==> src/rtl/rx_frame_ctrl_if.sv <==
// Output byte stream between rx_frame_ctrl and the host.
//   m_valid : head entry present
//   m_data  : byte at the FIFO head
//   m_err   : parity-error flag stored with the head byte
//   m_ready : consumer accepts the head entry
// Handshake: a transfer happens on every rising clock edge where
// m_valid && m_ready are both 1. m_data/m_err are only meaningful while
// m_valid is 1, and the producer never withdraws a valid entry before it is taken.
interface rx_frame_ctrl_if;
    logic       m_valid;
    logic [7:0] m_data;
    logic       m_err;
    logic       m_ready;

    modport master (output m_valid, output m_data, output m_err, input m_ready);
    modport slave  (input m_valid, input m_data, input m_err, output m_ready);
endinterface

==> src/rtl/rx_frame_ctrl.sv <==
// rx_frame_ctrl: sits between the UART receiver and the host.
//  - applies host baud/parity configuration only while the RX line is idle
//  - captures each received byte + parity-error flag into a small FIFO
//  - presents FIFO entries on a valid/ready stream (m_if)
//  - keeps a sticky overrun flag and a saturating parity-error counter
// Ports:
//   clock, rst            system clock, asynchronous active-high reset
//   serialInput           raw RX line, watched for idle
//   rx_ready/data/error   receiver frame-complete level, byte, parity error
//   cfg_we/baud/ptype     configuration request pulse and values
//   baudRate, pType       applied configuration
//   cfg_busy              a request is waiting to be applied
//   m_if                  output stream (master side)
//   overrun, err_count    sticky byte-lost flag, saturating error count
//   clr                   synchronous clear of overrun and err_count
//   dbg_state_o           current configuration FSM state
module rx_frame_ctrl #(
    parameter int DEPTH     = 4,
    parameter int IDLE_CLKS = 64,
    parameter int ERR_W     = 8
) (
    input  logic               clock,
    input  logic               rst,
    input  logic               serialInput,
    input  logic               rx_ready,
    input  logic [7:0]         rx_data,
    input  logic               rx_error,
    input  logic               cfg_we,
    input  logic [1:0]         cfg_baud,
    input  logic               cfg_ptype,
    output logic [1:0]         baudRate,
    output logic               pType,
    output logic               cfg_busy,
    rx_frame_ctrl_if.master    m_if,
    output logic               overrun,
    output logic [ERR_W-1:0]   err_count,
    input  logic               clr,
    output logic [1:0]         dbg_state_o
);
    localparam int PTR_W  = (DEPTH > 1) ? $clog2(DEPTH) : 1;
    localparam int CNT_W  = $clog2(DEPTH + 1);
    localparam int IDLE_W = $clog2(IDLE_CLKS + 1);

    typedef enum logic [1:0] {
        ST_RUN   = 2'd0,
        ST_PEND  = 2'd1,
        ST_APPLY = 2'd2
    } cfg_state_t;

    // ---------------- capture + FIFO ----------------
    logic             rx_ready_q;
    logic [8:0]       mem_q [DEPTH];
    logic [PTR_W-1:0] wr_ptr_q, rd_ptr_q;
    logic [CNT_W-1:0] count_q;
    logic             capture, fifo_empty, fifo_full, push, pop, drop;

    assign capture    = rx_ready & ~rx_ready_q;
    assign fifo_empty = (count_q == '0);
    assign fifo_full  = (count_q == CNT_W'(DEPTH));
    assign pop        = ~fifo_empty & m_if.m_ready;
    // A full FIFO still accepts a byte when the head leaves in the same cycle.
    assign push       = capture & (~fifo_full | pop);
    assign drop       = capture & fifo_full & ~pop;

    assign m_if.m_valid = ~fifo_empty;
    assign m_if.m_data  = mem_q[rd_ptr_q][7:0];
    assign m_if.m_err   = mem_q[rd_ptr_q][8];

    always_ff @(posedge clock or posedge rst) begin
        if (rst) begin
            rx_ready_q <= 1'b0;
            wr_ptr_q   <= '0;
            rd_ptr_q   <= '0;
            count_q    <= '0;
            for (int i = 0; i < DEPTH; i++) mem_q[i] <= '0;
        end else begin
            rx_ready_q <= rx_ready;
            if (push) begin
                mem_q[wr_ptr_q] <= {rx_error, rx_data};
                wr_ptr_q        <= wr_ptr_q + PTR_W'(1);
            end
            if (pop) rd_ptr_q <= rd_ptr_q + PTR_W'(1);
            if (push && !pop)      count_q <= count_q + CNT_W'(1);
            else if (pop && !push) count_q <= count_q - CNT_W'(1);
        end
    end

    // ---------------- overrun + error counter ----------------
    logic             overrun_q;
    logic [ERR_W-1:0] err_cnt_q;

    always_ff @(posedge clock or posedge rst) begin
        if (rst) begin
            overrun_q <= 1'b0;
            err_cnt_q <= '0;
        end else if (clr) begin
            overrun_q <= 1'b0;
            err_cnt_q <= '0;
        end else begin
            if (drop) overrun_q <= 1'b1;
            // Dropped bytes still count: the error happened on the line.
            if (capture && rx_error && err_cnt_q != {ERR_W{1'b1}})
                err_cnt_q <= err_cnt_q + ERR_W'(1);
        end
    end

    assign overrun   = overrun_q;
    assign err_count = err_cnt_q;

    // ---------------- idle detector ----------------
    logic [IDLE_W-1:0] idle_cnt_q;
    logic              line_idle;

    assign line_idle = (idle_cnt_q == IDLE_W'(IDLE_CLKS));

    always_ff @(posedge clock or posedge rst) begin
        if (rst)               idle_cnt_q <= '0;
        else if (!serialInput) idle_cnt_q <= '0;
        else if (!line_idle)   idle_cnt_q <= idle_cnt_q + IDLE_W'(1);
    end

    // ---------------- configuration FSM ----------------
    cfg_state_t state_q, state_d;
    logic [2:0] shadow_q, shadow_d;   // {baud, ptype}
    logic [1:0] baud_q;
    logic       ptype_q;

    always_ff @(posedge clock or posedge rst) begin
        if (rst) begin
            state_q  <= ST_RUN;
            shadow_q <= '0;
            baud_q   <= 2'b00;
            ptype_q  <= 1'b0;
        end else begin
            state_q  <= state_d;
            shadow_q <= shadow_d;
            // APPLY copies the shadow as it stood before any write arriving this cycle.
            if (state_q == ST_APPLY) begin
                baud_q  <= shadow_q[2:1];
                ptype_q <= shadow_q[0];
            end
        end
    end

    always_comb begin
        state_d  = state_q;
        shadow_d = shadow_q;
        cfg_busy = 1'b1;
        if (cfg_we) shadow_d = {cfg_baud, cfg_ptype};
        case (state_q)
            ST_RUN: begin
                cfg_busy = 1'b0;
                if (cfg_we) state_d = ST_PEND;
            end
            ST_PEND: begin
                if (line_idle) state_d = ST_APPLY;
            end
            ST_APPLY: begin
                state_d = cfg_we ? ST_PEND : ST_RUN;
            end
            default: begin
                state_d  = ST_RUN;
                cfg_busy = 1'b0;
            end
        endcase
    end

    assign baudRate    = baud_q;
    assign pType       = ptype_q;
    assign dbg_state_o = state_q;
endmodule
==> src/flat_wrapper.sv <==
// flat-port wrapper written by rule: the top's interface ports become plain ports
module rx_frame_ctrl_flat 
#(
    parameter int DEPTH     = 4,
    parameter int IDLE_CLKS = 64,
    parameter int ERR_W     = 8
)
  (clock, rst, serialInput, rx_ready, rx_data, rx_error, cfg_we, cfg_baud, cfg_ptype, baudRate, pType, cfg_busy, overrun, err_count, clr, dbg_state_o, m_if_m_valid, m_if_m_data, m_if_m_err, m_if_m_ready);
  rx_frame_ctrl_if m_if_i ();
  input  logic clock;
  input  logic rst;
  input  logic serialInput;
  input  logic rx_ready;
  input  logic [7:0] rx_data;
  input  logic rx_error;
  input  logic cfg_we;
  input  logic [1:0] cfg_baud;
  input  logic cfg_ptype;
  output logic [1:0] baudRate;
  output logic pType;
  output logic cfg_busy;
  output logic overrun;
  output logic [ERR_W-1:0] err_count;
  input  logic clr;
  output logic [1:0] dbg_state_o;
  output wire logic [$bits(m_if_i.m_valid)-1:0] m_if_m_valid;
  output wire logic [$bits(m_if_i.m_data)-1:0] m_if_m_data;
  output wire logic [$bits(m_if_i.m_err)-1:0] m_if_m_err;
  input wire logic [$bits(m_if_i.m_ready)-1:0] m_if_m_ready;
  assign m_if_m_valid = m_if_i.m_valid;
  assign m_if_m_data = m_if_i.m_data;
  assign m_if_m_err = m_if_i.m_err;
  assign m_if_i.m_ready = m_if_m_ready;
  rx_frame_ctrl #(.DEPTH(DEPTH), .IDLE_CLKS(IDLE_CLKS), .ERR_W(ERR_W)) u_core (.clock(clock), .rst(rst), .serialInput(serialInput), .rx_ready(rx_ready), .rx_data(rx_data), .rx_error(rx_error), .cfg_we(cfg_we), .cfg_baud(cfg_baud), .cfg_ptype(cfg_ptype), .baudRate(baudRate), .pType(pType), .cfg_busy(cfg_busy), .m_if(m_if_i), .overrun(overrun), .err_count(err_count), .clr(clr), .dbg_state_o(dbg_state_o));
endmodule
==> config.mk <==
export PLATFORM = sky130hd
export DESIGN_NAME = rx_frame_ctrl_flat
export DESIGN_NICKNAME = d
export VERILOG_FILES = /design/src/rtl/rx_frame_ctrl_if.sv /design/src/rtl/rx_frame_ctrl.sv /design/src/flat_wrapper.sv
export SDC_FILE = /design/constraint.sdc
export NUM_CORES = 1
export LEC_CHECK = 0
export BUFFER_PORTS_ARGS = -buffer_cell sky130_fd_sc_hd__clkbuf_2
export CAP_MARGIN = 20
export CORE_MARGIN = 3
export CORE_UTILIZATION = 54
export DETAILED_ROUTE_END_ITERATION = 10
export HOLD_SLACK_MARGIN = 0.08
export PLACE_DENSITY = 0.76
export SLEW_MARGIN = 20
export SYNTH_ARGS = -nofsm -noshare
export SYNTH_HDL_FRONTEND = slang
export SYNTH_SLANG_ARGS = --single-unit
==> constraint.sdc <==
create_clock -name clock -period 5.8 [get_ports clock]
set_input_delay 0.87 -clock clock [delete_from_list [all_inputs] [get_ports clock]]
set_output_delay 0.87 -clock clock [all_outputs]
set_load 0.05 [all_outputs]
### After elaboration in Yosys (flattened, before gate mapping)

Cells that the tools add are included.

* bitwise operators: 12
* reduce and logical (&&, ||, !) cells: 14
* equal/unequal tests: 8
* $add $sub $neg: 6
* multiplexer cells: 19
* order comparisons: 3

Operators by type and width (number)
* 36-bit bitwise mux: 1
* 9-bit 2-to-1 mux: 3
* 9-bit binary-select mux with 2-bit select: 1
* 9-bit demux with 2-bit select: 1
* 8-bit 2-to-1 mux: 2
* 7-bit 2-to-1 mux: 2
* 8-bit by 1-bit adder with 8-bit output, second input constant: 1
* 8-bit inequality test, second input constant: 1
* 7-bit by 1-bit adder with 7-bit output, second input constant: 1
* 7-bit == test, second input constant: 1
* 3-bit greater-or-equal comparator, second input constant: 2
* 3-bit 2-to-1 mux: 2
* 2-bit NOT with 3-bit output: 2
* 2-bit case mux with 3 select lines: 1
* 2-bit nonzero test: 3
* 1-bit bitwise AND: 5
* 1-bit logical AND: 5
* 2-bit by 1-bit adder with 2-bit output, second input constant: 2
* 1-bit 2-to-1 mux: 4
* 2-bit 2-to-1 mux: 2
* 2-bit inequality test, second input constant: 2
* 1-bit NOT: 4
* 3-bit by 1-bit adder with 3-bit output, second input constant: 1
* 3-bit == test, second input constant: 1
* 11 further kinds: 12

* register bits after elaboration: 68
* output and inout bits: 25

### Logic depth before layout (Yosys ltp)

* depth after elaboration: 9
* gate-level depth with buffers: 9
* depth with buffers taken out: 8

### Worst setup path before layout

Ideal clock, no wire load.

* path kind: input -> register
* start point: input m_if_m_ready
* end point: register u_core.count_q[1]
* arrival time: 2.353 ns
* data required time: 5.675 ns
* stages on the path: 7
* slack: 3.322 ns
* cells stage by stage: nor4b_2 -> nor3b_2 -> buf_4 -> ha_1 -> inv_1 -> fa_1 -> mux2_2

* word-level cells in the longest chain between the ends: 6
* elaborated cells on any way between the ends: 9
* those cells by class: 1 x mux; 3 x bitwise; 5 x reduce/logical

RTL lines
* from (decl): line flat_wrapper.sv:29 `input wire logic [$bits(m_if_i.m_ready)-1:0] m_if_m_ready;`
* 1-bit bitwise AND (*): line rx_frame_ctrl.sv:60 `assign pop = ~fifo_empty & m_if.m_ready;`
* 1-bit OR (*): line rx_frame_ctrl.sv:62 `assign push = capture & (~fifo_full | pop);`
* 1-bit bitwise AND (*): line rx_frame_ctrl.sv:62
* net u_core.push: line rx_frame_ctrl.sv:55 `logic capture, fifo_empty, fifo_full, push, pop, drop;`
* 1-bit logical NOT: line rx_frame_ctrl.sv:84 `else if (pop && !push) count_q <= count_q - CNT_W'(1);`
* 1-bit logical AND: line rx_frame_ctrl.sv:84
* 2-bit nonzero test (no line)
* to (signal assigned): line rx_frame_ctrl.sv:83 `if (push && !pop) count_q <= count_q + CNT_W'(1);`
* to (signal assigned): line rx_frame_ctrl.sv:84
* to (decl): line rx_frame_ctrl.sv:54 `logic [CNT_W-1:0] count_q;`

The timed path passes the listed nets; every way through them passes the cells marked *.
A chain may end at the register's enable or synchronous reset.

### Worst setup path after layout

* start point: register u_core.rd_ptr_q[0]
* end point: output m_if_m_data[4]

* word-level cells in the longest chain between the ends: 4

RTL lines
* from (decl): line rx_frame_ctrl.sv:53 `logic [PTR_W-1:0] wr_ptr_q, rd_ptr_q;`
* from (signal assigned): line rx_frame_ctrl.sv:82 `if (pop) rd_ptr_q <= rd_ptr_q + PTR_W'(1);`
* 2-bit NOT with 3-bit output (not written as such): line rx_frame_ctrl.sv:66 `assign m_if.m_data = mem_q[rd_ptr_q][7:0];`
* 9-bit binary-select mux with 2-bit select: line rx_frame_ctrl.sv:66
* 9-bit 2-to-1 mux (2 in series)
* to (decl): line flat_wrapper.sv:27 `output wire logic [$bits(m_if_i.m_data)-1:0] m_if_m_data;`

Every way passes these cells. The select of a mux whose other input is x is not followed.

==> impl_metrics.yaml <==
finish:
  final_common_cell: "dfrtp_1"
  antennaDiodeCount: 0
  layout-drive-gt1-share_pct: 43.7
  fin_nets: 314
  syn2layout_area_growth_pct: 15.4
  final_cell_mix: "dfrtp_1, clkbuf_2, mux2_2, ha_1"
setup_path:
  critPathLaunchType: "register"
  cp_num_cells: 2
  crit_end: "m_if_m_data[4]"
  slowest_stage: "dfrtp_1"
  max_stage_delay_ns: 0.76
  end_kind: "output port"
  crit_type: "register to output port"
  path_cells: "mux4_2 -> clkbuf_2"
  regToRegStartpoint: "u_core.count_q[2]"
  worstPathRequired_ns: 4.93
  reg2reg_slack_ns: 3.24
  reg2reg_to: "u_core.count_q[2]"
  crit_buf_inv: 1
  cp_top_family: "flip-flops"
  r2r_cells: 8
  critPathArrivalTime_ns: 1.93
  cp-startpoint: "u_core.rd_ptr_q[0]"
  critical_path.max_fanout: 11
clock_tree:
  ctsHoldBuffers: 0
  cts_resized: 0
  cts_max_path_buffers: 2
  cts_buffers: 9
  cts_max_level: 3
  clkTransAtPathRegs_ns: 0.07
  clk_latency_ns: 0.33
  cts-root-buf: "clkbuf_8"
  cts_setup_buffers: 0
  clkSinkCount: 68
  cts_tree: "built"
route:
  drcViolationCount: 0
  vias: 1960
  ant_nets: 0
  wirelength_mm: 5.52
  drt_iter0_drc: 59
  dr.pass1.iters: 4
  drt-wirelength-per-cell_um: 15.4
  detail_route.vias_per_cell: 5.47
global_route:
  grtUsageTotal_pct: 17.7
  grt-ovfl-total: 0
  gr-usage-met2_pct: 27.8
  grt_antenna_before_repair: 0
  grt_pass1_wl_mm: 9.96
  met1_usage_pct: 23.5
  grt_pass1_vias: 2134
  grt_max_degree: 69
  met3_usage_pct: 5.56
  busiest_layer: "met2"
sta:
  final.setup.tns_ns: 0
  tightest_slew_ns: 0.883
  slew_viol_final: 0
  fmax_mhz: 357
  fin_skew_ns: 0.00913
  finalSetupViolations: 0
  fin_crit_ns: 2.80
  fin_crit_sh_pct: 48.3
  rsz0062_at_grt: "no"
  postLayoutSetupSlackWorst_ns: 3.00
  max-slew-margin-rel_pct: 40.8
  hold_viol_final: 0
run_status:
  status: "finished, final reports clean"
die:
  core-area_mm2: 0.00561
  die_y_um: 83.0
  die_w_um: 83.0
  start_util_pct: 57.1
  die-area_mm2: 0.00689
  row_count: 27
  ios: 44
logic_synthesis:
  synth.distinct_cells: 41
  synth_warnings: 0
  synth_area_per_cell_um2: 13.9
  ys_ff_latch: 68
  synth-main-ff-cell: "dfrtp_1"
  synthTopCellsByArea: "dfrtp_1, mux2_2, mux4_2"
  syn_inst: 230
  synth-async-reset-ratio_pct: 100
  yosysTopAreaCell: "dfrtp_1"
  ys_seq_area_share_pct: 53.2
  synth-edff-count: 0
  synth.top_cell.area_share_pct: 53.2
  synthesis.area_mm2: 0.00320
  synthesis.nets: 263
placed_design:
  hpwl_mm: 3.78
  place_ws_ns: 2.75
  io_buffers: 43
  gp_congestion: 0.793
power_and_ir_drop:
  p_per_area_mw_per_mm2: 559
  ir_worst_vdd_mv: 0.441
  p_leak_nw: 1.76
run:
  max_cap_violations: 0
hold_path:
  hold_class: "register to register"
[power breakdown]
group	internal (mW)	total (mW)	switching [mW]
Clock	0.219	0.393	0.174
Combinational	0.364	0.884	0.520
Sequential	0.649	0.786	0.137
[how the worst min path moves through the flow]
stage	end	cells after the start	slack, ns	from
4_1_cts	u_core.count_q[2]	1	0.49	u_core.count_q[2]
5_1_grt	u_core.mem_q[0]	1	0.52	u_core.mem_q[0]
2_1_floorplan	u_core.count_q[2]	1	0.45	u_core.count_q[2]
3_3_place_gp	u_core.count_q[2]	1	0.47	u_core.count_q[2]
6_report	u_core.count_q[2]	1	0.49	u_core.count_q[2]
3_5_place_dp	u_core.count_q[2]	1	0.48	u_core.count_q[2]
[kinds of logic after synthesis]
family / after synthesis / share of synthesized area, %
flops: 68 / 53.2
mux: 57 / 23.3
simple gates: 52 / 9.97
buf+inv: 14 / 1.84
fa+ha+maj: 14 / 5.71
xor+xnor: 13 / 3.56
compound gates: 12 / 2.42
[state kept, by name, summed over array words and instances (netlist names), 2 cells and up]
name	count
u_core.dbg_state_o	2
u_core.mem_q	36
u_core.idle_cnt_q	7
u_core.err_count	8
u_core.shadow_q	3
u_core.wr_ptr_q	2
u_core.rd_ptr_q	2
u_core.baudRate	2
u_core.count_q	3
[cell type report]
cell class	instances	area, um^2
timing repair buffer	44	223
clock buffer	11	151
tap	72	90.1
inverter	10	37.5
fill	444	1910
sequential	68	1700
clock inverter	5	50.0
multi-input combinational	148	1440
[stage by stage]
step | hold slack (ns) | std cells | area [um^2] | power [mW] | utilization (%)
2_1_floorplan | 0.448 | 230 | 3200 | 1.51 | -
5_1_grt | 0.518 | 358 | 3690 | 2.19 | 65.9
3_3_place_gp | 0.475 | 342 | 3490 | 1.65 | 62.3
6_report | 0.490 | 358 | 3690 | 2.06 | 65.9
3_5_place_dp | 0.478 | 342 | 3490 | 1.69 | 62.3
4_1_cts | 0.493 | 358 | 3690 | 2.09 | 65.9
[per-layer routing]
metal | share of wire [%] | wire length (um) | vias up
met5 | 0 | 0 | -
met3 | 4.7 | 258 | 10
met2 | 47 | 2610 | 40
met4 | 1.1 | 60 | 0
met1 | 47 | 2600 | 991
li1 | - | - | 919
[Yosys cell counts (2+ instances only)]
| master | number |
|---|---|
| a21oi_1 | 3 |
| a31oi_1 | 4 |
| and2_1 | 3 |
| and3_1 | 2 |
| buf_2 | 2 |
| dfrtp_1 | 68 |
| ha_1 | 13 |
| inv_1 | 10 |
| mux2_2 | 42 |
| mux2_4 | 2 |
| mux2i_1 | 3 |
| mux4_2 | 9 |
| nand2_1 | 8 |
| nand2_4 | 4 |
| nand3_1 | 5 |
| nor2_1 | 11 |
| nor2b_1 | 3 |
| nor3_1 | 4 |
| xnor2_1 | 9 |
| xor2_1 | 4 |
(Power assumes the default switching activity.)
